### src/rtl/restador_serial_4bit.sv
// ----------------------------------------------------------------------------
// restador_serial_4bit
//   Bit-serial subtractor: Diff = A - B, one bit per clock, LSB first.
//   A single full-subtractor cell and a borrow flip-flop are reused WIDTH
//   times. The operation is wrapped in a start/done handshake.
//
// Ports:
//   clk    in   1      system clock, rising edge active
//   rst_n  in   1      asynchronous active-low reset
//   start  in   1      launch request, sampled only while idle
//   A      in   WIDTH  minuend, latched on the accepting edge
//   B      in   WIDTH  subtrahend, latched on the accepting edge
//   Diff   out  WIDTH  (A - B) mod 2^WIDTH, held until the next completion
//   Bout   out  1      final borrow, 1 when A < B (unsigned)
//   busy   out  1      high while an operation is in progress
//   done   out  1      one-cycle completion pulse
// ----------------------------------------------------------------------------
module restador_serial_4bit #(
    parameter int WIDTH = 4
) (
    input  logic             clk,
    input  logic             rst_n,
    input  logic             start,
    input  logic [WIDTH-1:0] A,
    input  logic [WIDTH-1:0] B,
    output logic [WIDTH-1:0] Diff,
    output logic             Bout,
    output logic             busy,
    output logic             done
);

    // Counter must hold values 0..WIDTH-1; the extra bit keeps the
    // increment past the last compare from wrapping into a valid index.
    localparam int CW = $clog2(WIDTH + 1);

    typedef enum logic [1:0] {
        IDLE  = 2'd0,
        SHIFT = 2'd1,
        DONE  = 2'd2
    } state_t;

    state_t           r_state;
    state_t           w_next;

    logic [WIDTH-1:0] r_ra;
    logic [WIDTH-1:0] r_rb;
    logic [WIDTH-1:0] r_res;
    logic [WIDTH-1:0] r_diff;
    logic             r_bout;
    logic             r_borrow;
    logic [CW-1:0]    r_cnt;

    logic             w_a;
    logic             w_b;
    logic             w_d;
    logic             w_borrow_nxt;
    logic             w_last;

    // Full-subtractor cell on the current LSBs.
    assign w_a          = r_ra[0];
    assign w_b          = r_rb[0];
    assign w_d          = w_a ^ w_b ^ r_borrow;
    assign w_borrow_nxt = (~w_a & w_b) | (~(w_a ^ w_b) & r_borrow);
    assign w_last       = (r_cnt == CW'(WIDTH - 1));

    // Outputs come straight from registers only.
    assign Diff = r_diff;
    assign Bout = r_bout;
    assign busy = (r_state != IDLE);
    assign done = (r_state == DONE);

    always_ff @(posedge clk or negedge rst_n) begin
        if (!rst_n) begin
            r_state <= IDLE;
        end else begin
            r_state <= w_next;
        end
    end

    always_comb begin
        w_next = r_state;
        unique case (r_state)
            IDLE:    if (start)  w_next = SHIFT;
            SHIFT:   if (w_last) w_next = DONE;
            DONE:    w_next = IDLE;
            default: w_next = IDLE;
        endcase
    end

    always_ff @(posedge clk or negedge rst_n) begin
        if (!rst_n) begin
            r_ra     <= '0;
            r_rb     <= '0;
            r_res    <= '0;
            r_diff   <= '0;
            r_bout   <= 1'b0;
            r_borrow <= 1'b0;
            r_cnt    <= '0;
        end else begin
            case (r_state)
                IDLE: begin
                    if (start) begin
                        r_ra     <= A;
                        r_rb     <= B;
                        r_res    <= '0;
                        r_borrow <= 1'b0;
                        r_cnt    <= '0;
                    end
                end
                SHIFT: begin
                    r_ra     <= r_ra >> 1;
                    r_rb     <= r_rb >> 1;
                    // Result bits enter at the MSB so that after WIDTH
                    // shifts the first (LSB) difference bit sits at bit 0.
                    r_res    <= {w_d, r_res[WIDTH-1:1]};
                    r_borrow <= w_borrow_nxt;
                    r_cnt    <= r_cnt + CW'(1);
                    if (w_last) begin
                        r_diff <= {w_d, r_res[WIDTH-1:1]};
                        r_bout <= w_borrow_nxt;
                    end
                end
                default: begin
                end
            endcase
        end
    end

endmodule

### config.mk
export PLATFORM = sky130hd
export DESIGN_NAME = restador_serial_4bit
export DESIGN_NICKNAME = d
export VERILOG_FILES = /design/src/rtl/restador_serial_4bit.sv
export SDC_FILE = /design/constraint.sdc
export NUM_CORES = 1
export LEC_CHECK = 0
export ABC_CLOCK_PERIOD_IN_PS = 2310
export CAP_MARGIN = 25
export CORE_MARGIN = 2
export CORE_UTILIZATION = 24
export DETAILED_ROUTE_END_ITERATION = 10
export PLACE_DENSITY = 0.43
export SYNTH_ARGS = -nofsm -noshare
export SYNTH_HDL_FRONTEND = slang
export SYNTH_SLANG_ARGS = --single-unit
### constraint.sdc
create_clock -name clk -period 2.31 [get_ports clk]
set_input_delay 0.231 -clock clk [delete_from_list [all_inputs] [get_ports clk]]
set_output_delay 0.231 -clock clk [all_outputs]
set_load 0.01 [all_outputs]
==> qor.csv, run 1 <==
stage,metric,value,unit
run_status,status,"finished, final reports clean",
flow_run,number of max-cap violations,0,
logic_synthesis,Synth cell types,22,
sta,final worst-path cycle share,0.809,
clock_tree,maximum clock path buffer count,2,
clock_tree,CTS tree,yes,
route,DRT iter0 DRCs,12,
global_route,initial antenna violation count,0,
power_and_ir_drop,Static Leakage,0.552,nW
worst_setup_path,WP buf/inv,2,
worst_setup_path,CP Class,flop to output pin,
sta,setup TNS,0,ns
placed_design,IO buf count,17,
global_route,first-pass GRT wire length,3350,um
logic_synthesis,"Seq/Total Area, Yosys",0.554,
clock_tree,CTS root buf,clkbuf_8,
global_route,largest net degree at the start of global routing,23,
floorplan,Die X,68.3,um
global_route,GR peak layer,met2,
worst_setup_path,arrival time worst endpoint,1.64,ns
worst_setup_path,Critical Path Fanout Max,10,
global_route,global route total overflow,0,
global_route,met1 Usage GRT,0.134,
sta,post-route worst setup slack,0.442,ns
layout,share of cells above drive strength 1,0.146,
clock_tree,"Clk Latency, worst-skew pair",0.26,ns
logic_synthesis,Post-synth EDFFs,0,
route,total number of vias,695,
layout,Final Util,0.313,
logic_synthesis,Yosys top cell area share,0.554,
route,routed len/inst,13.1,um
clock_tree,Num CTS Buffers,3,
sta,Rel. slew slack,0.743,
clock_tree,Hold Buf Count CTS,0,
worst_setup_path,CP max-delay cell,clkdlybuf4s50_1,
clock_tree,post_cts resized,0,
floorplan,row cnt,23,
sta,clock skew after layout,0.00552,ns
worst_setup_path,"Critical Path, Cell by Cell",inv_1 -> nor2_1 -> clkdlybuf4s50_1,
sta,"Slew Viols, Final",0,
clock_tree,number of H-tree levels,1,
logic_synthesis,#FFs+latches synth,22,
worst_setup_path,FF-to-FF End,Diff[0],
logic_synthesis,top post-synthesis cells by count,"22 x dfrtp_1, 10 x o22ai_1, 7 x inv_1",
logic_synthesis,Avg Synthesized Cell Area,11.7,um2
route,via/cell ratio,4.54,
sta,worst slew pin tran,0.385,ns
logic_synthesis,"Top FF cell, synth",dfrtp_1,
sta,min Tclk post-route,1.87,ns
clock_tree,postcts setup bufs,0,
sta,Fmax,535,MHz
sta,RSZ-0062 raised after global routing,false,
route,final wirelength,2010,um
placed_design,pre-CTS setup slack,0.742,ns
layout,Final nets,118,
logic_synthesis,syn nets,99,
logic_synthesis,most common cell in the netlist,dfrtp_1,
sta,Final setup viols,0,
worst_setup_path,Reg-to-Reg Start,r_cnt[0],
global_route,Total GRT Usage,0.100,
clock_tree,clk sinks,22,
logic_synthesis,asr flop ratio synth,1.00,
sta,worst hold slack,0.308,ns
floorplan,total core area,4000,um2
worst_setup_path,Critical Path End Type,output pin,
floorplan,Die H,68.3,um
floorplan,Total Die Area,4670,um2
worst_setup_path,"delay-heaviest family, CP",buffers and inverters,
logic_synthesis,Mapped Cells,85,
route,DR DRC count,0,
global_route,met2 Use GR,0.153,
layout,Area growth syn-to-layout,26.2,%
global_route,vias in the first global route,701,
power_and_ir_drop,maximum vdd ir drop,277,uV
worst_hold_path,class of the worst hold path,input port to asynchronous set/reset pin,
route,first-pass iteration count of the detailed router,4,
power_and_ir_drop,PwrDens,1330,nW/um2
logic_synthesis,synthesized area,993,um2
worst_setup_path,Worst EP required,2.08,ns
worst_setup_path,Worst path max stage delay,0.54,ns
worst_setup_path,CP Depth,3,
clock_tree,"Reg clk slew, reported paths",0.08,ns
logic_synthesis,Syn. warnings,0,
placed_design,GPL Wtd Cong,0.709,
worst_setup_path,R2R cell count,4,
logic_synthesis,dominant cells by area after synthesis,"dfrtp_1 55%, o22ai_1 6.3%, mux2_2 5.7%, a22o_1 3.5%, a21oi_1 3.0%",
floorplan,initial core utilization,0.248,
global_route,met3 Use GR,0.0148,
layout,ANT cells,0,
route,post-route ant nets,0,
placed_design,DP HPWL,1460,um
floorplan,IO Count,18,
logic_synthesis,largest area contributor in the netlist,dfrtp_1,
worst_setup_path,crit start category,flop,
worst_setup_path,r2r setup slk,0.89,ns
sta,"Hold Vio Cnt, Final",0,
==> per-stage QoR <==
| step | power [W] | cells | area, um2 |
|---|---|---|---|
| after floorplan | 0.00119 | 85 | 993 |
| after detailed placement | 0.00141 | 149 | 1200 |
| after global routing | 0.00180 | 153 | 1250 |
| after global placement | 0.00141 | 149 | 1200 |
| final | 0.00167 | 153 | 1250 |
| after CTS | 0.00170 | 153 | 1250 |
==> placed cells by master, fill, tap and decap left out <==
cell	count
nor2_1	4
nand2b_1	2
nand3b_4	1
o32ai_2	1
nor2b_1	1
a21oi_1	6
clkbuf_8	4
o21ai_0	6
mux2_2	5
clkdlybuf4s50_1	17
a32o_1	1
ha_1	2
a22o_1	4
fa_1	1
nand2_1	5
inv_2	1
o21bai_2	1
inv_1	7
buf_4	1
or2_4	1
o22ai_1	10
dfrtp_1	22
==> sequential cells by signal, summed over array words and instances (netlist names) <==
signal,count
r_ra,4
r_cnt,3
r_rb,4
r_state,2
r_borrow,1
r_res,3
Bout,1
Diff,4
==> worst reg2reg max path, cell delays in order, from the launching register on <==
cell and delay (ns):
dfrtp_1 0.40, ha_1 0.21, ha_1 0.22, nand3b_4 0.13
mux2_2 0.35
==> worst max path at each step <==
stage	from	endpoint	slack, ns
3_3_place_gp	r_state[1]	done	0.70
2_1_floorplan	r_cnt[0]	Diff[0]	0.98
3_5_place_dp	r_state[1]	done	0.74
6_report	r_state[1]	done	0.44
5_1_grt	r_state[1]	done	0.35
4_1_cts	r_state[1]	done	0.44
==> area by class of cell <==
type                            instances  area [um2]
Sequential cell                        22         551
Timing Repair Buffer                   18         178
Fill cell                             418        2750
Multi-Input combinational cell         51         378
Tap cell                               50        62.6
Inverter                                8        30.0
Clock buffer                            4        55.1
==> layer usage <==
| layer | share of wire | vias up |
|---|---|---|
| li1 | - | 339 |
| met1 | 0.47 | 341 |
| met2 | 0.49 | 13 |
| met3 | 0.021 | 2 |
| met4 | 0.013 | 0 |
| met5 | 0 | - |
==> cell families after synthesis <==
kind of cell	after synthesis	synth area share
adder cells (fa/ha/maj)	3	0.0453
multiplexers	5	0.0567
flip-flops	22	0.554
buffers and inverters	12	0.0655
AND/OR/NAND/NOR	14	0.0819
AO/OA/AOI/OAI	29	0.196
==> report_power, final <==
group          internal, W  total, W  switching [W]
clock network     0.000152  0.000275       0.000123
logic             0.000370  0.000695       0.000325
registers         0.000563  0.000704       0.000141
(Power assumes the default switching activity.)
==> run 2, diff against run 1 <==
--- a/config.mk
+++ b/config.mk
@@ -5,7 +5,7 @@
 export SDC_FILE = /design/constraint.sdc
 export NUM_CORES = 1
 export LEC_CHECK = 0
-export ABC_CLOCK_PERIOD_IN_PS = 2310
+export ABC_CLOCK_PERIOD_IN_PS = 1860
 export CAP_MARGIN = 25
 export CORE_MARGIN = 2
 export CORE_UTILIZATION = 24
==> constraint.sdc (replaced) <==
create_clock -name clk -period 1.86 [get_ports clk]
set_input_delay 0.186 -clock clk [delete_from_list [all_inputs] [get_ports clk]]
set_output_delay 0.186 -clock clk [all_outputs]
set_load 0.01 [all_outputs]
==> run 2 against run 1 <==
  * Utilization hardly changed
  * Routed wire length is 6.0% lower
  * Clock power is 21% higher
==> qor.csv, run 2 (synthesized netlist as in run 1, its figures left out) <==
stage,metric,value,unit,change
route,post-route ant nets,0,,unchanged
layout,most frequent cells in the layout,"21 x dfrtp_1, 17 x clkdlybuf4s50_1, 10 x o22ai_1, 7 x inv_1",,"was 22 x dfrtp_1, 17 x clkdlybuf4s50_1, 10 x o22ai_1, 7 x inv_1"
placed_design,GPL Wtd Cong,0.712,,was 0.709
clock_tree,CTS tree,yes,,unchanged
worst_setup_path,CP Depth,2,,was 3
run_status,status,"finished, final reports clean",,unchanged
sta,post-route worst setup slack,0.135,ns,was 0.442 ns
sta,worst slew pin tran,0.396,ns,was 0.385 ns
worst_setup_path,Worst path max stage delay,0.50,ns,was 0.54 ns
sta,final worst-path cycle share,0.928,,
power_and_ir_drop,PwrDens,1640,nW/um2,was 1330 nW/um2
sta,Rel. slew slack,0.736,,was 0.743
worst_setup_path,CP Class,flop to output pin,,unchanged
worst_setup_path,Reg-to-Reg Start,r_cnt[0],,unchanged
worst_setup_path,crit start category,flop,,unchanged
route,first-pass iteration count of the detailed router,4,,unchanged
sta,setup TNS,0,ns,unchanged
worst_setup_path,Critical Path Fanout Max,8,,was 10
placed_design,IO buf count,17,,unchanged
layout,# fillers,404,,was 418
layout,"most common cell after layout, fill and taps aside",dfrtp_1,,unchanged
route,total number of vias,693,,was 695
floorplan,IO Count,18,,unchanged
route,final wirelength,1890,um,was 2010 um
global_route,largest net degree at the start of global routing,23,,unchanged
worst_setup_path,Worst EP required,1.67,ns,was 2.08 ns
worst_setup_path,FF-to-FF End,Diff[0],,unchanged
floorplan,initial core utilization,0.248,,unchanged
clock_tree,Hold Buf Count CTS,0,,unchanged
clock_tree,Num CTS Buffers,3,,unchanged
placed_design,pre-CTS setup slack,0.353,ns,was 0.742 ns
worst_setup_path,R2R cell count,4,,unchanged
clock_tree,"Reg clk slew, reported paths",0.07,ns,was 0.08 ns
flow_run,number of max-cap violations,0,,unchanged
sta,RSZ-0062 raised after global routing,false,,unchanged
worst_setup_path,"Critical Path, Cell by Cell",or2_4 -> clkdlybuf4s50_1,,was inv_1 -> nor2_1 -> clkdlybuf4s50_1
clock_tree,postcts setup bufs,0,,unchanged
layout,ANT cells,0,,unchanged
layout,Final nets,118,,unchanged
floorplan,total core area,4000,um2,unchanged
sta,min Tclk post-route,1.73,ns,
floorplan,Die X,68.3,um,unchanged
sta,clock skew after layout,0.00330,ns,was 0.00552 ns
worst_setup_path,r2r setup slk,0.44,ns,was 0.89 ns
layout,Area growth syn-to-layout,26.3,%,was 26.2%
sta,"Hold Vio Cnt, Final",0,,unchanged
clock_tree,"Clk Latency, worst-skew pair",0.26,ns,about the same
layout,share of cells above drive strength 1,0.155,,was 0.146
worst_setup_path,crit path capture,busy,,was done
sta,Final setup viols,0,,unchanged
sta,Fmax,580,MHz,
floorplan,Die H,68.3,um,unchanged
worst_hold_path,class of the worst hold path,input port to asynchronous set/reset pin,,unchanged
worst_setup_path,"delay-heaviest family, CP",flip-flops,,was buffers and inverters
worst_setup_path,Critical Path End Type,output pin,,unchanged
global_route,initial antenna violation count,0,,unchanged
clock_tree,CTS root buf,clkbuf_8,,unchanged
clock_tree,number of H-tree levels,1,,unchanged
global_route,Total GRT Usage,0.0977,,was 0.100
route,DRT iter0 DRCs,16,,was 12
clock_tree,maximum clock path buffer count,2,,unchanged
global_route,vias in the first global route,723,,was 701
global_route,first-pass GRT wire length,3280,um,was 3350 um
route,DR DRC count,0,,unchanged
worst_setup_path,WP buf/inv,1,,was 2
clock_tree,clk sinks,22,,unchanged
worst_setup_path,Critical path origin,r_state[0],,was r_state[1]
worst_setup_path,arrival time worst endpoint,1.54,ns,was 1.64 ns
route,routed len/inst,12.4,um,was 13.1 um
floorplan,row cnt,23,,unchanged
sta,"Slew Viols, Final",0,,unchanged
global_route,global route total overflow,0,,unchanged
power_and_ir_drop,Static Leakage,0.550,nW,was 0.552 nW
worst_setup_path,CP max-delay cell,dfrtp_1,,was clkdlybuf4s50_1
power_and_ir_drop,maximum vdd ir drop,371,uV,was 277 uV
placed_design,DP HPWL,1410,um,was 1460 um
route,via/cell ratio,4.53,,was 4.54
floorplan,Total Die Area,4670,um2,unchanged
[run 2: per-stage QoR]
stage                     utilization  std cells  hold WS (ns)  instance area, um2  total power, W
after CTS                       0.313        153         0.278                1250         0.00208
after global placement          0.300        149         0.463                1200         0.00174
after detailed placement        0.300        149         0.471                1200         0.00174
final                           0.314        153         0.271                1250         0.00206
after floorplan                     -         85        -0.110                 993         0.00147
after global routing            0.314        153         0.296                1250         0.00224
[run 2: per-layer routing]
layer  part of all wire  track usage
met4              0.020       0.0725
met2               0.50        0.150
met1               0.46        0.123
met5                  0            0
met3              0.028       0.0148
[run 2: layout make-up]
cell class	count	area, um2	share of cell area
well taps	50	62.6	0.0499
clock buffers	4	55.1	0.0439
flip-flops and latches	22	552	0.440
inverters	8	30.0	0.0239
repair buffers	18	178	0.142
multi-input cells	51	378	0.301
[run 2: timing repair]
action                                  in CTS  in global routing
resized for setup                            0                  1
endpoints found under the setup margin       0                  1
hold endpoints to repair                     0                  0
[run 2: worst min path at each step]
| stage | end | start |
|---|---|---|
| 2_1_floorplan | Bout | rst_n |
| 3_3_place_gp | r_cnt[2] | r_cnt[2] |
| 3_5_place_dp | r_borrow | r_borrow |
| 4_1_cts | r_state[1] | rst_n |
| 5_1_grt | r_rb[1] | rst_n |
| 6_report | r_rb[1] | rst_n |
[run 2: where the power goes]
part,leakage (nW),internal (W),switching [W]
combinational,0.252,0.000454,0.000396
clock,0.0288,0.000188,0.000144
sequential,0.270,0.000701,0.000172
total,0.550,0.00134,0.000712
==> run 3, diff against run 2 <==
--- a/config.mk
+++ b/config.mk
@@ -7,10 +7,12 @@
 export LEC_CHECK = 0
 export ABC_CLOCK_PERIOD_IN_PS = 1860
 export CAP_MARGIN = 25
+export CORE_ASPECT_RATIO = 1.2
 export CORE_MARGIN = 2
 export CORE_UTILIZATION = 24
 export DETAILED_ROUTE_END_ITERATION = 10
 export PLACE_DENSITY = 0.43
+export REMOVE_ABC_BUFFERS = 1
 export SYNTH_ARGS = -nofsm -noshare
 export SYNTH_HDL_FRONTEND = slang
 export SYNTH_SLANG_ARGS = --single-unit
==> run 3 against run 2 <==
  * Global-route usage shrank 0.43 points
  * Critical path depth grew 1
  * Worst hold slack lost 0.0027 ns
  * Design area grew 0.90%
  * Fmax shrank 1.5%
  * Power grew 0.49%
  * First-iteration DRC count shrank 25%
  * Sequential power shrank 1%
  * Clock power grew 2%
==> qor.csv, run 3 (synthesized netlist as in run 1, its figures left out) <==
stage,metric,value,unit,change
global_route,Total GRT Usage,0.0934,,was 0.0977
placed_design,GPL Wtd Cong,0.769,,was 0.712
sta,"Slew Viols, Final",0,,unchanged
placed_design,DP HPWL,1400,um,was 1410 um
route,routed len/inst,12.3,um,was 12.4 um
sta,final worst-path cycle share,0.941,,was 0.928
sta,Final setup viols,0,,unchanged
route,DR DRC count,0,,unchanged
worst_setup_path,CP Class,flop to output pin,,unchanged
worst_setup_path,CP max-delay cell,clkdlybuf4s50_1,,was dfrtp_1
layout,"most common cell after layout, fill and taps aside",dfrtp_1,,unchanged
route,DRT iter0 DRCs,12,,was 16
route,first-pass iteration count of the detailed router,4,,unchanged
global_route,initial antenna violation count,0,,unchanged
worst_hold_path,class of the worst hold path,input port to asynchronous set/reset pin,,unchanged
floorplan,row cnt,25,,was 23
sta,RSZ-0062 raised after global routing,false,,unchanged
worst_setup_path,Worst path max stage delay,0.54,ns,was 0.50 ns
worst_setup_path,Worst EP required,1.67,ns,about the same
sta,min Tclk post-route,1.75,ns,was 1.73 ns
sta,clock skew after layout,0.00350,ns,was 0.00330 ns
clock_tree,Num CTS Buffers,3,,unchanged
layout,Non-Filler Instances,158,,was 153
layout,Final nets,119,,was 118
sta,worst slew pin tran,0.417,ns,was 0.396 ns
sta,Rel. slew slack,0.722,,was 0.736
worst_setup_path,"Critical Path, Cell by Cell",inv_1 -> nor2_1 -> clkdlybuf4s50_1,,was or2_4 -> clkdlybuf4s50_1
floorplan,initial core utilization,0.250,,was 0.248
worst_setup_path,Critical Path Fanout Max,10,,was 8
clock_tree,CTS tree,yes,,unchanged
layout,most frequent cells in the layout,"22 x dfrtp_1, 17 x clkdlybuf4s50_1, 10 x o22ai_1, 7 x inv_1",,"was 21 x dfrtp_1, 17 x clkdlybuf4s50_1, 10 x o22ai_1, 7 x inv_1"
clock_tree,maximum clock path buffer count,2,,unchanged
sta,"Hold Vio Cnt, Final",0,,unchanged
worst_setup_path,"delay-heaviest family, CP",buffers and inverters,,was flip-flops
sta,Fmax,571,MHz,was 580 MHz
global_route,global route total overflow,0,,unchanged
power_and_ir_drop,Static Leakage,0.556,nW,was 0.550 nW
placed_design,dpl cells,154,,was 149
worst_setup_path,Critical path origin,r_state[1],,was r_state[0]
clock_tree,number of H-tree levels,1,,unchanged
clock_tree,Hold Buf Count CTS,0,,unchanged
clock_tree,postcts setup bufs,0,,unchanged
layout,Area growth syn-to-layout,27.5,%,was 26.3%
floorplan,Die H,74.5,um,was 68.3 um
flow_run,number of max-cap violations,0,,unchanged
route,final wirelength,1940,um,was 1890 um
placed_design,IO buf count,17,,unchanged
floorplan,total core area,3970,um2,was 4000 um2
worst_setup_path,Critical Path End Type,output pin,,unchanged
clock_tree,"Clk Latency, worst-skew pair",0.26,ns,about the same
worst_setup_path,Reg-to-Reg Start,r_cnt[0],,unchanged
layout,# fillers,430,,was 404
route,post-route ant nets,0,,unchanged
worst_setup_path,crit start category,flop,,unchanged
run_status,status,"finished, final reports clean",,unchanged
global_route,vias in the first global route,747,,was 723
clock_tree,clk sinks,22,,unchanged
worst_setup_path,WP buf/inv,2,,was 1
floorplan,IO Count,18,,unchanged
clock_tree,"Reg clk slew, reported paths",0.08,ns,was 0.07 ns
power_and_ir_drop,PwrDens,1630,nW/um2,was 1640 nW/um2
worst_setup_path,arrival time worst endpoint,1.56,ns,was 1.54 ns
power_and_ir_drop,maximum vdd ir drop,732,uV,was 371 uV
clock_tree,post_cts resized,0,,unchanged
floorplan,Die X,62.7,um,was 68.3 um
clock_tree,CTS root buf,clkbuf_8,,unchanged
route,via/cell ratio,4.46,,was 4.53
layout,ANT cells,0,,unchanged
route,total number of vias,705,,was 693
floorplan,Total Die Area,4670,um2,about the same
sta,setup TNS,0,ns,unchanged
layout,share of cells above drive strength 1,0.154,,was 0.155
global_route,largest net degree at the start of global routing,23,,unchanged
global_route,first-pass GRT wire length,3380,um,was 3280 um
==> run 3: final timing paths <==
| check | endpoint | slack [ns] | depth (start not counted) |
|---|---|---|---|
| worst max-delay path | done | 0.11 | 3 |
| worst min-delay path | r_rb[0] | 0.27 | 2 |
| worst max register to register | Diff[2] | 0.43 | 4 |
| worst min register to register | Bout | 0.48 | 2 |
| max in group asynchronous | Diff[0] | 1.37 | 2 |
| min in group clk | Bout | 0.48 | 2 |
==> run 3: layout make-up <==
class | count | area, um2 | share of cell area
multi-input cells | 51 | 378 | 0.298
well taps | 54 | 67.6 | 0.0534
inverters | 8 | 30.0 | 0.0237
flip-flops and latches | 22 | 551 | 0.435
repair buffers | 19 | 185 | 0.146
clock buffers | 4 | 55.1 | 0.0435
==> run 3: through the flow <==
stage	cell area [um2]	setup WS, ns	power [W]	hold slack [ns]	utilization
3_5_place_dp	1210	0.402	0.00175	0.471	0.305
3_3_place_gp	1210	0.430	0.00174	0.465	0.305
2_1_floorplan	958	0.528	0.00141	-0.110	-
6_report	1270	0.109	0.00207	0.269	0.319
5_1_grt	1270	0.0237	0.00225	0.290	0.319
4_1_cts	1270	0.105	0.00211	0.271	0.319
==> run 3: where the power goes <==
| part | switching [W] | leakage, nW | internal, W |
|---|---|---|---|
| registers | 0.000161 | 0.271 | 0.000699 |
| clock network | 0.000149 | 0.0288 | 0.000188 |
| logic | 0.000410 | 0.256 | 0.000459 |
| total | 0.000719 | 0.556 | 0.00135 |
==> run 3: layer usage <==
layer / up-vias / wire length, um / global-route usage
li1: 342 / - / -
met3: 2 / 81 / 0.0393
met4: 0 / 16 / 0.0370
met1: 349 / 951 / 0.114
met5: - / 0 / 0
met2: 12 / 894 / 0.148
==> run 3: worst register-to-register path: cells and delay by family (launching register included) <==
| kind | cells | cell delay (ns) |
|---|---|---|
| adders and majority gates | 2 | 0.43 |
| DFF | 1 | 0.40 |
| muxes | 1 | 0.35 |
| and+or+nand+nor | 1 | 0.14 |
